==> src/rtl/nibble_serial_adder_ctrl.sv <==
// nibble_serial_adder_ctrl: adds WIDTH-bit operands one nibble per clock through an external 4-bit CLA,
// chaining the carry through a register; valid/ready on both operand and result sides.
module nibble_serial_adder_ctrl #(
    parameter int WIDTH = 16
) (
    input  logic             clk,
    input  logic             rst_n,
    input  logic             in_valid,
    output logic             in_ready,
    input  logic [WIDTH-1:0] a,
    input  logic [WIDTH-1:0] b,
    input  logic             cin,
    output logic             out_valid,
    input  logic             out_ready,
    output logic [WIDTH-1:0] sum,
    output logic             cout,
    output logic [3:0]       cla_a,
    output logic [3:0]       cla_b,
    output logic             cla_cin,
    input  logic [3:0]       cla_sum,
    input  logic             cla_carry
);
    localparam int NIB = WIDTH / 4;
    localparam int IW = (NIB > 1) ? $clog2(NIB) : 1;
    localparam logic [IW-1:0] LAST = IW'(NIB - 1);

    if ((WIDTH % 4) != 0 || WIDTH < 4) begin : g_bad_width
        $error("nibble_serial_adder_ctrl: WIDTH must be a multiple of 4 and >= 4");
    end

    typedef enum logic [1:0] {IDLE, RUN, DONE} state_t;

    state_t            state_q, state_d;
    logic [IW-1:0]     idx_q, idx_d;
    logic [WIDTH-1:0]  a_q, a_d, b_q, b_d, sum_q, sum_d;
    logic              c_q, c_d;

    always_ff @(posedge clk or negedge rst_n) begin
        if (!rst_n) begin
            state_q <= IDLE;
            idx_q   <= '0;
            a_q     <= '0;
            b_q     <= '0;
            c_q     <= 1'b0;
            sum_q   <= '0;
        end else begin
            state_q <= state_d;
            idx_q   <= idx_d;
            a_q     <= a_d;
            b_q     <= b_d;
            c_q     <= c_d;
            sum_q   <= sum_d;
        end
    end

    always_comb begin
        state_d   = state_q;
        idx_d     = idx_q;
        a_d       = a_q;
        b_d       = b_q;
        c_d       = c_q;
        sum_d     = sum_q;
        in_ready  = 1'b0;
        out_valid = 1'b0;
        cla_a     = 4'd0;
        cla_b     = 4'd0;
        cla_cin   = 1'b0;
        case (state_q)
            IDLE: begin
                in_ready = 1'b1;
                if (in_valid) begin
                    a_d     = a;
                    b_d     = b;
                    c_d     = cin;
                    idx_d   = '0;
                    state_d = RUN;
                end
            end
            RUN: begin
                cla_a   = a_q[4*idx_q +: 4];
                cla_b   = b_q[4*idx_q +: 4];
                cla_cin = c_q;
                sum_d[4*idx_q +: 4] = cla_sum;
                c_d     = cla_carry;
                idx_d   = idx_q + 1'b1;
                if (idx_q == LAST) state_d = DONE;
            end
            DONE: begin
                out_valid = 1'b1;
                if (out_ready) state_d = IDLE;
            end
            default: state_d = IDLE;
        endcase
    end

    // sum/cout come straight from the registers so they stay stable while DONE waits for out_ready
    assign sum  = sum_q;
    assign cout = c_q;
endmodule

==> config.mk <==
export PLATFORM = sky130hd
export DESIGN_NAME = nibble_serial_adder_ctrl
export DESIGN_NICKNAME = d
export VERILOG_FILES = /design/src/rtl/nibble_serial_adder_ctrl.sv
export SDC_FILE = /design/constraint.sdc
export NUM_CORES = 1
export LEC_CHECK = 0
export ABC_CLOCK_PERIOD_IN_PS = 4300
export CAP_MARGIN = 10
export CORE_ASPECT_RATIO = 1.2
export CORE_MARGIN = 4
export CORE_UTILIZATION = 52
export CTS_CLUSTER_SIZE = 25
export DETAILED_ROUTE_END_ITERATION = 16
export PLACE_DENSITY = 0.89
export SLEW_MARGIN = 10
export SYNTH_ARGS = -nofsm -noshare
export SYNTH_HDL_FRONTEND = slang
export SYNTH_SLANG_ARGS = --single-unit
==> constraint.sdc <==
create_clock -name clk -period 4.3 [get_ports clk]
set_clock_uncertainty 0.2 [all_clocks]
set_input_delay 0.43 -clock clk [delete_from_list [all_inputs] [get_ports clk]]
set_output_delay 0.43 -clock clk [all_outputs]
set_load 0.05 [all_outputs]
==> results.ini, run 1 <==
[synth]
ys_ff_latch=53
netlist_area_mm2=0.002589
yosysTopAreaCellShare=0.5123
synth_top_area_cell=dfrtp_1
synth_cell_types=26
async_flop_share=1.000
yosysSeqAreaShare=0.5123
synth_ff_type=dfrtp_1
avgSynthCellArea_um2=13.14
synth.most_common_cell=dfrtp_1
synth-edff-count=0
yosys_warnings=0
synth.top_cells.by_count=53 x dfrtp_1, 29 x mux2_4, 27 x nand2_1
syn_inst=197
syn_nets=244
yosys-top-cells-area=dfrtp_1 51%, mux2_4 17%, mux2i_1 6.2%

[placement]
dpl.cell_count=316
dpl.hpwl_um=3867
place.gp.congestion=0.7936
port_buffers=69
dpl_cell_area_mm2=0.003252
dp_slack_ps=1381

[sta]
max_freq_mhz=305.9
worst_slack_ps=1031
slew_headroom=0.3834
rsz0062_at_grt=false
hold_ws_ps=286.5
post-route-period-util=0.7603
tns_ps=0
hold_viol=0
final-setup-viol-count=0
worstMarginPinSlew_ps=924.9
min_period_ps=3269
finalMaxSlewViolations=0

[finish]
fin_util=0.7200
drive_above_1_share=0.1760
synthToLayoutAreaGrowth_pct=30.59
finish.instance_area_mm2=0.003381
antenna_cells=0
nNetsFinal=313
stdcell_count=325

[setup_path]
required_ps=3670
crit_fanout=12
crit_family=buffers and inverters
crit_buf_inv=1
cp-start-kind=register
max_stage_delay_ps=850
cp_data_arrival_time_ps=2640
cp_slowest_cell=clkdlybuf4s50_1
crit_type=register to output pin
end_kind=output pin
cp_cell_sequence=and2b_1 > nand2_2 > o22ai_1 > clkdlybuf4s50_1

[clock_tree]
cts_buffers=5
clk_pin_slew_ps=80
clk_latency_ps=300
post_cts_buffers=0
cts_tree=built
clock_tree.root_cell=clkbuf_8
cts.htree.levels=2
cts_buffer_depth=2
clock-sinks=53

[power_and_ir_drop]
switching_power_mw=1.242
power_frac_seq=0.323
clockPowerShare=0.119
p_per_area_mw_per_mm2=846.8
peakVddDrop_v=0.0005117
switching_share=0.4338
combPwrFrac=0.557
p_int_mw=1.621
p_leak_nw=1.451
power_mw=2.863

[routing]
firstDrtPassIters=6
ant_nets=0
via_per_inst=5.403
dr_total_vias=1756
drt_iter0_markers=40
post-route-drc-count=0
wl_per_cell_um=15.90
routed_wl_um=5167

[die]
die_h_um=85.29
start_util=0.5513
die-area_mm2=0.006176
fp-row-count=27
die_w_um=72.41
fp.coreArea_mm2=0.004696
num_io_pins=70

[grt]
overflow=0
grt_pass1_wl_um=8645
grt_pass1_vias=1926
gr-usage-all-layers=0.1782
grt_max_degree=54
antenna_found_initial=0

[outcome]
status=finished, final reports clean

[job]
maxCapViolCount=0

[min_path]
hp-class=register to register

-- power by group through the flow --
stage	combinational, mW	clock (mW)	sequential [mW]
4_1_cts	1.61	0.348	0.929
3_5_place_dp	1.60	0	0.933
6_report	1.60	0.342	0.926
2_1_floorplan	1.07	0	1.05
5_1_grt	1.70	0.365	0.964
3_3_place_gp	1.56	0	0.925
-- tightest hold or removal path: cells and delay by family, from the launching register on --
| kind | cells | cell delay [ps] |
|---|---|---|
| AOI/OAI and AO/OA | 1 | 60 |
| DFF | 1 | 350 |
| and+or+nand+nor | 1 | 50 |
-- registers in the layout, indices dropped and copies added, names as in the netlist --
register	cells
state_q	2
sum	16
idx_q	2
cout	1
b_q	16
a_q	16
-- path summary, 6_finish.rpt --
check | start | end | slack [ps] | depth (start not counted)
worst max-delay path | state_q[0] | cla_b[2] | 1030 | 4
worst min-delay path | sum[9] | sum[9] | 290 | 2
worst max register to register | idx_q[1] | sum[11] | 1750 | 5
worst min register to register | sum[9] | sum[9] | 290 | 2
max in group asynchronous | rst_n | cout | 2980 | 2
min in group asynchronous | rst_n | state_q[1] | 490 | 2
-- layout by cell type (no fill, tap or decap) --
master and instances:
clkdlybuf4s50_1 68, and2b_1 1, nand3b_1 4, o31ai_1 2, nand2_1 27, o22ai_1 11
clkbuf_1 1, ha_1 5, mux2_4 29, nor4b_2 2, nor2_8 1, nand2b_1 1
nand2_2 2, nand3_1 4, inv_1 4, clkbuf_8 6, dlygate4sd3_1 1, bufinv_16 1
and2_1 1, mux2i_1 16, nor2_1 3, and4bb_2 1, dfrtp_1 53, o2bb2ai_1 4
buf_4 1, mux2_2 3, a21oi_1 1, nand2b_4 1, o21ai_0 13
-- layer usage --
metal	share of wire	vias to the layer above	track usage
li1	-	838	-
met1	0.43	838	0.2156
met2	0.48	64	0.2983
met3	0.063	16	0.04739
met4	0.029	0	0.07383
met5	0	-	0
-- final cells by class --
class / instances / area [µm²]
Timing Repair Buffer: 70 / 698.2
Inverter: 4 / 15.01
Clock inverter: 1 / 30.03
Fill cell: 330 / 1315
Tap cell: 58 / 72.57
Multi-Input combinational cell: 132 / 1152
Sequential cell: 53 / 1326
Clock buffer: 7 / 86.33
-- logic make-up (layout without fill, tap and decap cells) --
group / after synthesis / count (layout) / share of synthesized area
mux: 48 / 48 / 0.2431
compound gates: 31 / 31 / 0.07298
buf+inv: 12 / 82 / 0.04253
simple gates: 48 / 48 / 0.1049
flops: 53 / 53 / 0.5123
fa+ha+maj: 5 / 5 / 0.02417
-- timing repair --
action	4_1_cts	5_1_grt
hold endpoints to repair	0	15
hold buffers	0	1
gates resized for setup	0	0
Note: power is estimated with default switching activity, not from simulation.
==> run 2: changes to the inputs <==
ABC_CLOCK_PERIOD_IN_PS = 2900   (was 4300)
CORE_UTILIZATION = 43   (was 52)
PLACE_DENSITY = 0.79   (was 0.89)
clock period = 2.9 ns   (was 4.3 ns; I/O delays follow)
==> run 2 against run 1 <==
Net effect:
- worst setup slack worse by 670 ps
- clock power is 51% higher
- via count is 0.40% lower
- final cell count is 8.0% higher
- worst hold slack worse by 4.0 ps
- total power is 49% higher
- utilization is 12 points lower
- critical endpoint is now cla_cin
- largest cell class unchanged
==> results.ini, run 2 (synthesis gave the netlist of run 1 again) <==
[outcome]
status=finished, final reports clean

[routing]
wl_per_cell_um=14.30  ; -10%
via_per_inst=4.983  ; -7.8%
drt_iter0_markers=40  ; unchanged
met2_length_um=2441  ; -2.2%
post-route-drc-count=0  ; unchanged
routed_wl_um=5020  ; -2.8%
wl_met3_um=377  ; +16%
ant_nets=0  ; unchanged
met1_length_um=2119  ; -3.6%
dr_total_vias=1749  ; -0.40%
top_layer_used=met4
firstDrtPassIters=4  ; -2

[die]
die-area_mm2=0.007331  ; +19%
fp-row-count=30  ; +11%
num_io_pins=70  ; unchanged
start_util=0.4508  ; -0.1005
fp.coreArea_mm2=0.005743  ; +22%
die_w_um=78.83  ; +8.9%
die_h_um=93.00  ; +9.0%

[grt]
grt_pass1_wl_um=8645  ; unchanged
antenna_found_initial=0  ; unchanged
grt_max_degree=31  ; -43%
gr-usage-all-layers=0.1488  ; -0.02935
grt_pass1_vias=1842  ; -4.4%
overflow=0  ; unchanged

[clock_tree]
cts_buffer_depth=2  ; unchanged
clock-sinks=53  ; unchanged
clk_latency_ps=300  ; about the same
clock_tree.root_cell=clkbuf_8
cts_buffers=5  ; unchanged
hold_buffers=1  ; +1
post_cts_buffers=0  ; unchanged
clk_pin_slew_ps=90  ; about the same
cts.htree.levels=2  ; unchanged
post_cts_resized=0  ; unchanged
cts_tree=built

[finish]
stdcell_count=351  ; +8.0%
fin_util=0.5998  ; -0.1202
fillCellCount=473  ; +43%
antenna_cells=0  ; unchanged
synthToLayoutAreaGrowth_pct=33.06
drive_above_1_share=0.2214  ; +0.04537
mostFrequentLayoutCell=clkdlybuf4s50_1
final_cell_mix=60 x clkdlybuf4s50_1, 53 x dfrtp_1, 29 x mux2_4, 27 x nand2_1, 16 x mux2i_1
finish.instance_area_mm2=0.003445  ; +1.9%
nNetsFinal=317  ; +1.3%

[sta]
min_period_ps=2541
worstMarginPinSlew_ps=538.7  ; -386.1 ps
hold_viol=0  ; unchanged
rsz0062_at_grt=false
final-setup-viol-count=0  ; unchanged
max_freq_mhz=393.6
worst_slack_ps=359.2  ; -671.7 ps
post-route-period-util=0.8762
tns_ps=0  ; unchanged
finalMaxSlewViolations=0  ; unchanged
slew_headroom=0.6409  ; +0.2574
hold_ws_ps=282.5  ; -4.009 ps

[setup_path]
reg2reg_depth=5  ; unchanged
cp_data_arrival_time_ps=2050  ; -590 ps
crit_start=state_q[0]
max_stage_delay_ps=790  ; -60 ps
reg2reg_slack_ps=900  ; -850 ps
cp_cell_sequence=and2b_1 > and2_1 > clkdlybuf4s50_1
crit_fanout=12  ; unchanged
crit_type=register to output pin
r2r_start=idx_q[1]
timing.rr.end=sum[14]
required_ps=2410  ; -1260 ps
cp_slowest_cell=clkdlybuf4s50_1
cp-start-kind=register
end_kind=output pin
crit_path_end=cla_cin

[placement]
dpl.hpwl_um=3944  ; +2.0%
dp_slack_ps=691.6  ; -689.6 ps
port_buffers=69  ; unchanged
dpl.cell_count=342  ; +8.2%
dpl_cell_area_mm2=0.003314  ; +1.9%
place.gp.congestion=0.7969  ; +0.42%

[power_and_ir_drop]
power_mw=4.270  ; +49%
peakVddDrop_v=0.0006723  ; +31%
p_leak_nw=1.488  ; +2.6%
p_per_area_mw_per_mm2=1240  ; +46%

[job]
maxCapViolCount=0  ; unchanged

[min_path]
hp-class=register to register

[run 2: changes by cell type in the layout (fill, tap and decap cells not counted)]
cell | previous run | this run
buf_2 | 0 | 1
buf_12 | 0 | 2
clkbuf_1 | 1 | 0
buf_4 | 1 | 10
clkdlybuf4s50_1 | 68 | 60
clkinvlp_4 | 0 | 1
[run 2: area by class of cell]
type                       instances  area (µm²)  share of cell area
tap                               80       100.1             0.02906
timing repair buffer              74       730.7              0.2121
multi-input combinational        132        1152              0.3345
sequential                        53        1326              0.3850
clock inverter                     2       37.54             0.01090
inverter                           4       15.01            0.004359
clock buffer                       6       82.58             0.02397
[run 2: critical path, delay by kind of cell (launching register included)]
kind / cells / cell delay (ps)
buffers and inverters: 1 / 790
DFF: 1 / 630
and+or+nand+nor: 2 / 320
[run 2: layer usage]
metal  global-route usage  up-vias
met1               0.1827      838
met5                    0        -
met4              0.04728        0
met3              0.04913        7
met2               0.2479       60
li1                     -      844
[run 2: worst min-delay path by stage]
stage | to | slack [ps] | depth (start not counted) | from
floorplan | a_q[0] | -210 | 0 | rst_n
global placement | state_q[1] | 90 | 1 | rst_n
detailed placement | state_q[1] | 100 | 1 | rst_n
CTS | sum[10] | 290 | 2 | sum[10]
global route | sum[1] | 330 | 1 | sum[1]
finish | sum[5] | 280 | 2 | sum[5]
[run 2: power by group]
part,switching (mW),leakage [nW],internal [mW],total [mW]
Clock,0.237,0.0574,0.281,0.517
Combinational,1.36,0.775,1.07,2.42
Sequential,0.250,0.656,1.08,1.33
